**config.mk**
```make
export PLATFORM = sky130hd
export DESIGN_NAME = spi_frame_tx
export DESIGN_NICKNAME = d
export VERILOG_FILES = /design/src/rtl/spi_frame_tx.sv
export SDC_FILE = /design/constraint.sdc
export NUM_CORES = 1
export LEC_CHECK = 0
export ABC_AREA = 1
export CORE_MARGIN = 1.5
export CORE_UTILIZATION = 45
export DETAILED_ROUTE_END_ITERATION = 12
export GPL_TIMING_DRIVEN = 0
export SLEW_MARGIN = 20
export SYNTH_ARGS = -nofsm -noshare
export SYNTH_HDL_FRONTEND = slang
export SYNTH_SLANG_ARGS = --single-unit
```
**constraint.sdc**
```tcl
create_clock -name clk -period 5.86 [get_ports clk]
set_clock_uncertainty 0.05 [all_clocks]
set_input_delay 1.465 -clock clk [delete_from_list [all_inputs] [get_ports clk]]
set_output_delay 1.465 -clock clk [all_outputs]
set_load 0.01 [all_outputs]
```
**src/rtl/spi_frame_tx.sv**
```systemverilog
// spi_frame_tx: buffered LSB-first serial frame transmitter.
// Emits a continuous stream of WIDTH-bit frames. Each frame carries the FIFO
// head, or IDLE_WORD when the FIFO is empty, so the downstream receiver's
// free-running bit counter stays frame-aligned.
module spi_frame_tx #(
   parameter int              WIDTH     = 11,
   parameter int              DEPTH     = 4,
   parameter logic [WIDTH-1:0] IDLE_WORD = '0
) (
   input  logic                     clk,
   input  logic                     rst,
   input  logic [WIDTH-1:0]         in_data,
   input  logic                     in_valid,
   output logic                     in_ready,
   output logic                     tx,
   output logic                     frame_start,
   output logic                     idle_frame,
   output logic [5:0]               frame_count,
   output logic [$clog2(DEPTH):0]   level
);

   localparam int PTR_W = $clog2(DEPTH);
   localparam int LVL_W = PTR_W + 1;
   localparam int CNT_W = $clog2(WIDTH);

   typedef enum logic {
      S_RESET,
      S_RUN
   } state_t;

   state_t             state_q, state_d;
   logic [CNT_W-1:0]   bit_cnt_q, bit_cnt_d;
   logic [WIDTH-1:0]   shift_q, shift_d;
   logic               tx_q, tx_d;
   logic               frame_start_q, frame_start_d;
   logic               idle_frame_q, idle_frame_d;
   logic [5:0]         frame_count_q, frame_count_d;
   logic [LVL_W-1:0]   level_q, level_d;
   logic [PTR_W-1:0]   wr_ptr_q, wr_ptr_d;
   logic [PTR_W-1:0]   rd_ptr_q, rd_ptr_d;
   logic [WIDTH-1:0]   mem_q [DEPTH];

   logic               load;
   logic               push;
   logic               pop;

   // Handshake: no bypass, a full FIFO refuses even when a pop is due.
   assign in_ready    = (state_q == S_RUN) && (level_q < LVL_W'(DEPTH));
   assign push        = in_valid && in_ready;

   assign tx          = tx_q;
   assign frame_start = frame_start_q;
   assign idle_frame  = idle_frame_q;
   assign frame_count = frame_count_q;
   assign level       = level_q;

   // Next-state: frame sequencing, FIFO bookkeeping and serial output bit.
   always_comb begin
      state_d       = S_RUN;
      bit_cnt_d     = bit_cnt_q;
      shift_d       = shift_q;
      frame_start_d = 1'b0;
      idle_frame_d  = idle_frame_q;
      frame_count_d = frame_count_q;
      rd_ptr_d      = rd_ptr_q;
      wr_ptr_d      = wr_ptr_q;
      level_d       = level_q;

      load = (state_q == S_RESET) || (bit_cnt_q == CNT_W'(WIDTH - 1));
      pop  = load && (level_q != '0);

      if (load) begin
         bit_cnt_d     = '0;
         frame_start_d = 1'b1;
         frame_count_d = frame_count_q + 6'd1;
         if (pop) begin
            shift_d      = mem_q[rd_ptr_q];
            idle_frame_d = 1'b0;
            rd_ptr_d     = rd_ptr_q + PTR_W'(1);
         end else begin
            shift_d      = IDLE_WORD;
            idle_frame_d = 1'b1;
         end
      end else begin
         bit_cnt_d = bit_cnt_q + CNT_W'(1);
      end

      if (push) begin
         wr_ptr_d = wr_ptr_q + PTR_W'(1);
      end

      case ({push, pop})
         2'b10:   level_d = level_q + LVL_W'(1);
         2'b01:   level_d = level_q - LVL_W'(1);
         default: level_d = level_q;
      endcase

      tx_d = shift_d[bit_cnt_d];
   end

   // State register with synchronous reset; reset abandons the frame and flushes the FIFO.
   always_ff @(posedge clk) begin
      if (rst) begin
         state_q       <= S_RESET;
         bit_cnt_q     <= '0;
         shift_q       <= IDLE_WORD;
         tx_q          <= 1'b0;
         frame_start_q <= 1'b0;
         idle_frame_q  <= 1'b1;
         frame_count_q <= 6'd63;
         level_q       <= '0;
         wr_ptr_q      <= '0;
         rd_ptr_q      <= '0;
      end else begin
         state_q       <= state_d;
         bit_cnt_q     <= bit_cnt_d;
         shift_q       <= shift_d;
         tx_q          <= tx_d;
         frame_start_q <= frame_start_d;
         idle_frame_q  <= idle_frame_d;
         frame_count_q <= frame_count_d;
         level_q       <= level_d;
         wr_ptr_q      <= wr_ptr_d;
         rd_ptr_q      <= rd_ptr_d;
      end
   end

   // FIFO storage write port; contents need no reset since pointers do.
   always_ff @(posedge clk) begin
      if (push) begin
         mem_q[wr_ptr_q] <= in_data;
      end
   end

endmodule

```
# --- Yosys cells after proc, flatten, opt, wreduce, memory -nomap -nowiden ---
# Memories as Yosys holds them, arrays and structs flattened. A register that Yosys moved wholly into a read port is not among the register bits.
# Index checks and enable logic that the tools add are counted.
totals:
  inputBits: 14
  mem_bits_rw: 44
  n_memories: 1
  elab_cells: 43
  out_inout_bits: 13
  reg_bits: 32
memory_table:
  columns: ["memory", "words", "word_bits", "read_ports", "rd_ports_with_merged_regs", "wr", "line", "rtl"]
  rows:
  - ["mem_q", 4, 11, 1, 1, 1, "41", "logic [WIDTH-1:0] mem_q [DEPTH];"]
classes:
  magnitude_cmp: 2
  n_reduce_logical: 7
  eq_ne: 3
  mux: 13
  n_bitwise: 1
  n_addsub: 6
op_table:
  columns: ["op", "n"]
  rows:
  - ["$mux W11", 2]
  - ["$add A6 B1 Y6 const B", 1]
  - ["$mux W1", 6]
  - ["$pmux W3 S2", 1]
  - ["$lt A4 B5 Y1 const B", 1]
  - ["$add A2 B1 Y2 const B", 2]
  - ["$add A4 B1 Y4 const B", 1]
  - ["$bmux W1 S4", 1]
  - ["$eq A4 B4 Y1 const B", 1]
  - ["$mux W2", 2]
  - ["$mux W4", 1]
  - ["$add A3 B1 Y3 const B", 1]
  - ["$logic_and A1 B1 Y1", 3]
  - ["$lt A3 B3 Y1 const B", 1]
  - ["$reduce_bool A3 Y1", 1]
  - ["$sub A3 B1 Y3 const B", 1]
  - ["$eq A2 B1 Y1 const B", 1]
  - ["$eq A2 B2 Y1 const B", 1]
  - ["$reduce_and A2 Y1", 1]
  - ["$reduce_bool A2 Y1", 1]
  - ["$logic_or A1 B1 Y1", 1]
  - ["$not A1 Y1", 1]

# --- Depth between registers and ports, before layout ---
depth:
  depth_word: 7
  depth_mapped: 14
  mapped_depth_nobuf: 13

# --- Worst setup path after synthesis ---
# OpenSTA, ideal clock, no wires.
synth_timing:
  path_kind: "input to register"
  startpoint: "input port in_valid"
  endpoint: "register level_q[2] (netlist: level[2])"
  n_path_buf: 0
  t_arrival_ns: 2.631
  setup_time_ns: 0.122
  required_ns: 5.688
  slack_ns: 3.056
  path_stages: 8
  path_cell_list: "nand2_1 > ha_1 > inv_1 > fa_1 > a21oi_1 > o21ai_0 > o21ai_0 > a21oi_1"
synth_between:
  elab_chain_len: 3
  elab_cells_between_ends: 5
  classes_between: "eq/ne: 2; mux: 1; reduce/logical: 2"
synth_rtl:
  columns: ["item", "line", "rtl"]
  rows:
  - ["start: declaration", "13", "input logic in_valid,"]
  - ["$logic_and A1 B1 Y1 (*)", "49", "assign push = in_valid && in_ready;"]
  - ["$eq A2 B1 Y1 / $eq A2 B2 Y1 (equally long branches)", "92", "case ({push, pop})"]
  - ["$pmux W3 S2 / $reduce_bool A2 Y1 (equally long branches)", null, null]
  - ["end signal: assignment", "122", "level_q <= level_d;"]
  - ["end: declaration", "38", "logic [LVL_W-1:0] level_q, level_d;"]
# Every way passes the cells marked *; elsewhere a longest branch is shown, timed or not.
# A chain may end at the register's enable or synchronous reset.

# --- Final worst setup path ---
layout_timing:
  startpoint: "input port in_valid"
  endpoint: "memory mem_q[3][2] (enable)"
layout_between:
  elab_chain_len: 3
layout_rtl:
  columns: ["item", "line", "rtl"]
  rows:
  - ["$logic_and A1 B1 Y1", "49", null]
  - ["$mux W1", "130", "if (push) begin"]
  - ["$mux W1 (implied by the code)", "131", "mem_q[wr_ptr_q] <= in_data;"]
  - ["end: declaration", "41", null]
# Every way passes these cells.

==> flow_metrics.env <==
export IMPL_drive_gt1_share_pct=11.05
export IMPL_path_class="in2reg"
export IMPL_synth_xor_area_share_pct=0.2728
export IMPL_seq_area_sq_um=2002
export IMPL_setup_viol_count_final=0
export IMPL_placement_io_buffers=26
export IMPL_ys_ff_latch=78
export IMPL_syn_inst=320
export IMPL_max_slew_worst_pin_slew_ps=1034
export IMPL_arrival_ps=2990
export IMPL_rr_worst_depth=14
export IMPL_dieWidth_um=87.47
export IMPL_irDropWorstVdd_uv=179.8
export IMPL_synth_area_leaders="edfxtp_1 41%, dfxtp_1 21%, nand2_1 7.0%"
export IMPL_die_h_um=87.47
export IMPL_globalRoute_busiestLayer="met2"
export IMPL_grt_pass1_wl_mm=9.770
export IMPL_cts_buffers=9
export IMPL_synth_simple_area_share_pct=18.00
export IMPL_grt_antenna_before_repair=0
export IMPL_hold_viol_final=0
export IMPL_maxSlewViolCount=0
export IMPL_power_density_nw_per_um2=370.5
export IMPL_ys_flop_type="edfxtp_1"
export IMPL_globalplace_congestion=0.8013
export IMPL_hold_ws_ps=424.8
export IMPL_ios=27
export IMPL_synthAdderAreaFrac_pct=3.741
export IMPL_gr_usage_all_layers_pct=17.37
export IMPL_first_global_vias=2056
export IMPL_path_max_fanout=11
export IMPL_min_period_ps=3081
export IMPL_dieArea_sq_um=7650
export IMPL_grt_use_met3_pct=3.697
export IMPL_hp_class="reg2reg"
export IMPL_core_area_sq_um=6832
export IMPL_p_leak_nw=1.453
export IMPL_synth_top_family_by_area="simple AND/OR/NAND/NOR gates"
export IMPL_fin_crit_sh_pct=52.57
export IMPL_drt_pass1_iterations=4
export IMPL_crit_path_end_kind="flip-flop"
export IMPL_rsz0062_at_grt="no"
export IMPL_grt_max_degree=14
export IMPL_muxShareOfSynthArea_pct=0
export IMPL_synth_yosys_seq_area_share_pct=62.35
export IMPL_multi_input_area_sq_um=1018
export IMPL_tns_ps=0
export IMPL_nets=380
export IMPL_cts_resized=0
export IMPL_synth_edf_count=44
export IMPL_cp_required_ps=5770
export IMPL_outcome="finished, final reports clean"
export IMPL_core_rowCount=30
export IMPL_hpwl_mm=4.051
export IMPL_use_met2_pct=28.11
export IMPL_start_kind="input port"
export IMPL_first_iter_violations=118
export IMPL_grt_overflow=0
export IMPL_syn_area_per_cell_sq_um=10.03
export IMPL_synth_top_area_cell="edfxtp_1"
export IMPL_syn_area_sq_um=3211
export IMPL_yosys_warnings=0
export IMPL_hold_buffers=0
export IMPL_syn_to_final_growth_pct=18.94
export IMPL_diodes=0
export IMPL_cap_violations=0
export IMPL_async_flop_share_pct=0
export IMPL_viasPerCell=4.790
export IMPL_vias=2194
export IMPL_synth_common_cells="60 x nand2_1, 44 x edfxtp_1, 38 x nor2_1"
export IMPL_max_slew_margin_pct=30.83
export IMPL_routed_wl_mm=5.937
export IMPL_htree_num_levels=3
export IMPL_grt_util_met1_pct=22.30
export IMPL_wire_per_inst_um=12.96
export IMPL_synth_compound_area_share_pct=9.548
export IMPL_detail_route_antenna_nets=0
export IMPL_fill_cells=617
export IMPL_min_path_cells=2
export IMPL_timing_fmax_mhz=324.6
export IMPL_synth_top_cell_area_share_pct=41.15
export IMPL_synth_most_common_cell="nand2_1"
export IMPL_cts_root_buffer="clkbuf_8"
export IMPL_post_route_drc_count=0
export IMPL_clk_latency_ps=340
export IMPL_synth_fp_nets=343
export IMPL_start_util_pct=47.00
export IMPL_synth_cell_type_count=32
export IMPL_clkSinkCount=78
export IMPL_clk_pin_slew_ps=70
export IMPL_clock_path_buffers=2
export IMPL_cts_tree="yes"
export IMPL_cts_setup_buffers=0
-- cells by family (layout without fill, tap and decap cells) --
logic type / count (synthesis) / in the layout
AO/OA/AOI/OAI: 57 / 57
XOR/XNOR: 1 / 1
adder cells (fa/ha/maj): 9 / 9
buffers and inverters: 43 / 85
flip-flops: 78 / 78
AND/OR/NAND/NOR: 132 / 132
-- metrics by stage --
stage | util [%] | cells | area (sq um) | total power [mW] | worst slack (ps)
6_report | 55.90 | 458 | 3819 | 1.415 | 2779
5_1_grt | 55.90 | 458 | 3819 | 1.498 | 2644
4_1_cts | 55.86 | 458 | 3816 | 1.427 | 2726
3_5_place_dp | 52.60 | 442 | 3593 | 0.9874 | 2359
3_3_place_gp | 52.56 | 442 | 3591 | 0.9826 | 2313
2_1_floorplan | - | 320 | 3211 | 0.8781 | 3056
-- worst max-delay path, stage by stage --
cell and delay (ps):
clkdlybuf4s50_1 450, nand2_1 210, nor2_1 860
-- cell type report --
cell class,instances,area share (%)
Inverter,31,3.047
Multi-Input combinational cell,199,26.67
Timing Repair Buffer,26,6.815
Sequential cell,78,52.42
Clock buffer,11,3.703
Tap cell,96,3.145
Buffer,12,2.064
Clock inverter,5,2.130
-- registers in the layout, indices dropped and copies added (netlist names), named ones only --
name,flops
wr_ptr_q,2
tx,1
idle_frame,1
frame_count,6
bit_cnt_q,4
mem_q,44
rd_ptr_q,2
level,3
state_q,1
shift_q,11
frame_start,1
-- cell usage in the layout (no fill, tap or decap), drive strengths merged --
cell type | synthesis | routed
nand2 | 64 | 64
edfxtp | 44 | 44
nor2 | 39 | 39
dfxtp | 34 | 34
inv | 31 | 32
o21ai | 29 | 29
clkdlybuf4s50 | 0 | 26
a21oi | 21 | 21
nand3 | 20 | 20
clkbuf | 3 | 14
buf | 9 | 9
ha | 8 | 8
o22ai | 3 | 3
a22oi | 3 | 3
nor3 | 3 | 3
nand4 | 2 | 2
bufinv | 0 | 2
or2 | 2 | 2
o21bai | 1 | 1
and3 | 1 | 1
xor2 | 1 | 1
nand3b | 1 | 1
fa | 1 | 1
clkinvlp | 0 | 1
clkinv | 0 | 1
-- metal layers --
metal | wire length (um) | up-vias
met5 | 0 | -
li1 | - | 1141
met2 | 2860 | 33
met1 | 2853 | 1012
met4 | 81 | 0
met3 | 141 | 8
-- worst paths after layout --
| kind | from | end | slack [ps] |
|---|---|---|---|
| worst min-delay path | shift_q[6]$_SDFF_PP0_ | shift_q[6]$_SDFF_PP0_ | 420 |
| worst min register to register | shift_q[6]$_SDFF_PP0_ | shift_q[6]$_SDFF_PP0_ | 420 |
| worst max register to register | bit_cnt_q[0]$_SDFF_PP0_ | level[2]$_SDFFE_PP0P_ | 3430 |
| worst max-delay path | in_valid | mem_q[3][2]$_DFFE_PP_ | 2780 |
-- power breakdown --
part | total (mW) | switching, mW | internal [mW]
Clock | 0.442 | 0.190 | 0.252
Combinational | 0.321 | 0.192 | 0.129
Sequential | 0.652 | 0.0250 | 0.627
Note: power is estimated with default switching activity, not from simulation.
==> patch, RTL diff (config.mk and constraints unchanged) <==
Put one more register stage on the output `frame_count`, with the module's reset. The value now appears one clock later. The other outputs are not delayed to match.
--- a/src/rtl/spi_frame_tx.sv
+++ b/src/rtl/spi_frame_tx.sv
@@ -51,7 +51,13 @@
    assign tx          = tx_q;
    assign frame_start = frame_start_q;
    assign idle_frame  = idle_frame_q;
-   assign frame_count = frame_count_q;
+   always_ff @(posedge clk) begin
+      if (rst) begin
+         frame_count <= '0;
+      end else begin
+         frame_count <= frame_count_q;
+      end
+   end
    assign level       = level_q;
 
    // Next-state: frame sequencing, FIFO bookkeeping and serial output bit.
Check against the original RTL: not equivalent (a bounded check fails within 4 cycles, from zero or initial values and one cycle with rst high).
==> patch against the original RTL <==
Synthesized area up 4.9%. First-iteration DRC count shrank 24%. Worst setup slack improved by 0.0082 ns. Global-route usage grew 0.65 points. Synthesized cell count rose by 7.5%. Largest cell class unchanged. Combinational power is essentially flat. Clock power is 5.7% lower. Routed wire length grew 7.6%. Power up 1.4%. Sequential cell count increased by 6. Final area rose by 3.5%. Register-to-register slack worse by 0.02 ns.
==> patch: results (changes against the original RTL) <==
- Post-CTS sizing: 0 (unchanged)
- DR vias: 2315 (+5.5%)
- RePlAce Congestion: 0.8298 (+3.6%)
- Worst R2R Setup Slack: 3.41 ns (-0.02 ns)
- First-pass GRT wire length: 10470 um (+7.2%)
- Post-Syn Instances: 344 (+7.5%)
- Post-synth EDFFs: 44 (unchanged)
- Status: finished, final reports clean
- Iteration-0 DRC Markers: 90 (-24%)
- Synth area leaders: edfxtp_1 39%, dfxtp_1 24%, nand2_1 7.1%
- Post-Synth XOR/XNOR Area: 0.2599% (-0.013 points)
- Synth Area in Compound Gates: 8.578% (-0.97 points)
- Filler Cells Inserted: 686 (+11%)
- Adder-Cell Fraction of Synth Area: 3.565% (-0.18 points)
- ANT cells: 0 (unchanged)
- Crit path largest cell delay: 0.87 ns
- IO buf count: 25 (-3.8%)
- Area of the multi-input gates: 1016 um2 (-0.25%)
- Clock network power consumption: 0.000417 W (-5.7%)
- Synth cell types: 29 (-9.4%)
- PnR worst setup slack: 2.787 ns (+0.008180 ns)
- Fraction of layout cells with a size suffix above 1: 9.610% (-1.4 points)
- Clock power frac: 29.0% (-2.3 points)
- Max_slew headroom: 28.52% (-2.3 points)
- Vias in the first global route: 2217 (+7.8%)
- Cell leakage power: 1.591 nW (+9.5%)
- Final Non-Filler Cells: 484 (+5.7%)
- DRT Wirelength: 6386 um (+7.6%)
- Maximum VDD drop: 194.5 uV (+8.2%)
- Post-DP Area: 3744 um2 (+4.2%)
- Syn_nets: 367 (+7.0%)
- Hold WS: 0.4220 ns (-0.002858 ns)
- Placed cell count: 468 (+5.9%)
- RR Startpoint: bit_cnt_q[0]$_SDFF_PP0_
- Clk_lat worst skew: 0.34 ns (about the same)
- Pre-CTS setup slack: 2.343 ns (-0.01637 ns)
- Worst setup endpoint: mem_q[3][5]$_DFFE_PP_
- Post-synthesis sequential area ratio: 62.98% (+0.62 points)
- Nets@finish: 403 (+6.1%)
- Hold Startpoint: rd_ptr_q[1]$_SDFFE_PP0P_
- Switching share of power: 28.90% (+0.14 points)
- Total track usage: 18.03% (+0.65 points)
- Biggest regs: mem_q (44), shift_q (11)
- Post-synth top cells: 64 x nand2_1, 46 x nor2_1, 44 x edfxtp_1, 40 x dfxtp_1, 36 x inv_1
- Comb pwr share: 22.4% (-0.3 points)
- DP Wirelength: 4349 um (+7.4%)
- FF-to-FF path depth: 14 (unchanged)
patch: cell types whose count changed in the layout (fill, tap and decap cells not counted), moves of 2 or more:
cell     unedited run  this run
a21oi_1            20        18
dfxtp_1            34        40
o21ai_1             9        20
inv_1              27        36
inv_2               4         6
nand2_1            60        64
buf_4               4         2
nor2_1             36        44
nand3_1            18        22
o21ai_0            19         8
patch: layout make-up:
| type | instances | area share (%) |
|---|---|---|
| tap | 99 | 3.135 |
| timing repair buffer | 25 | 6.333 |
| clock buffer | 12 | 3.958 |
| buffer | 12 | 1.995 |
| clock inverter | 4 | 1.172 |
| multi-input combinational | 206 | 25.71 |
| inverter | 42 | 3.990 |
| sequential | 84 | 53.70 |
patch: routing by layer:
metal / global-route usage, % / up-vias / part of all wire [%] / wire length, um
li1: - / 1207 / - / -
met3: 3.324 / 10 / 2.5 / 160
met5: 0 / - / 0 / 0
met2: 28.57 / 34 / 45 / 2884
met4: 7.133 / 0 / 1.3 / 82
met1: 24.60 / 1064 / 51 / 3258
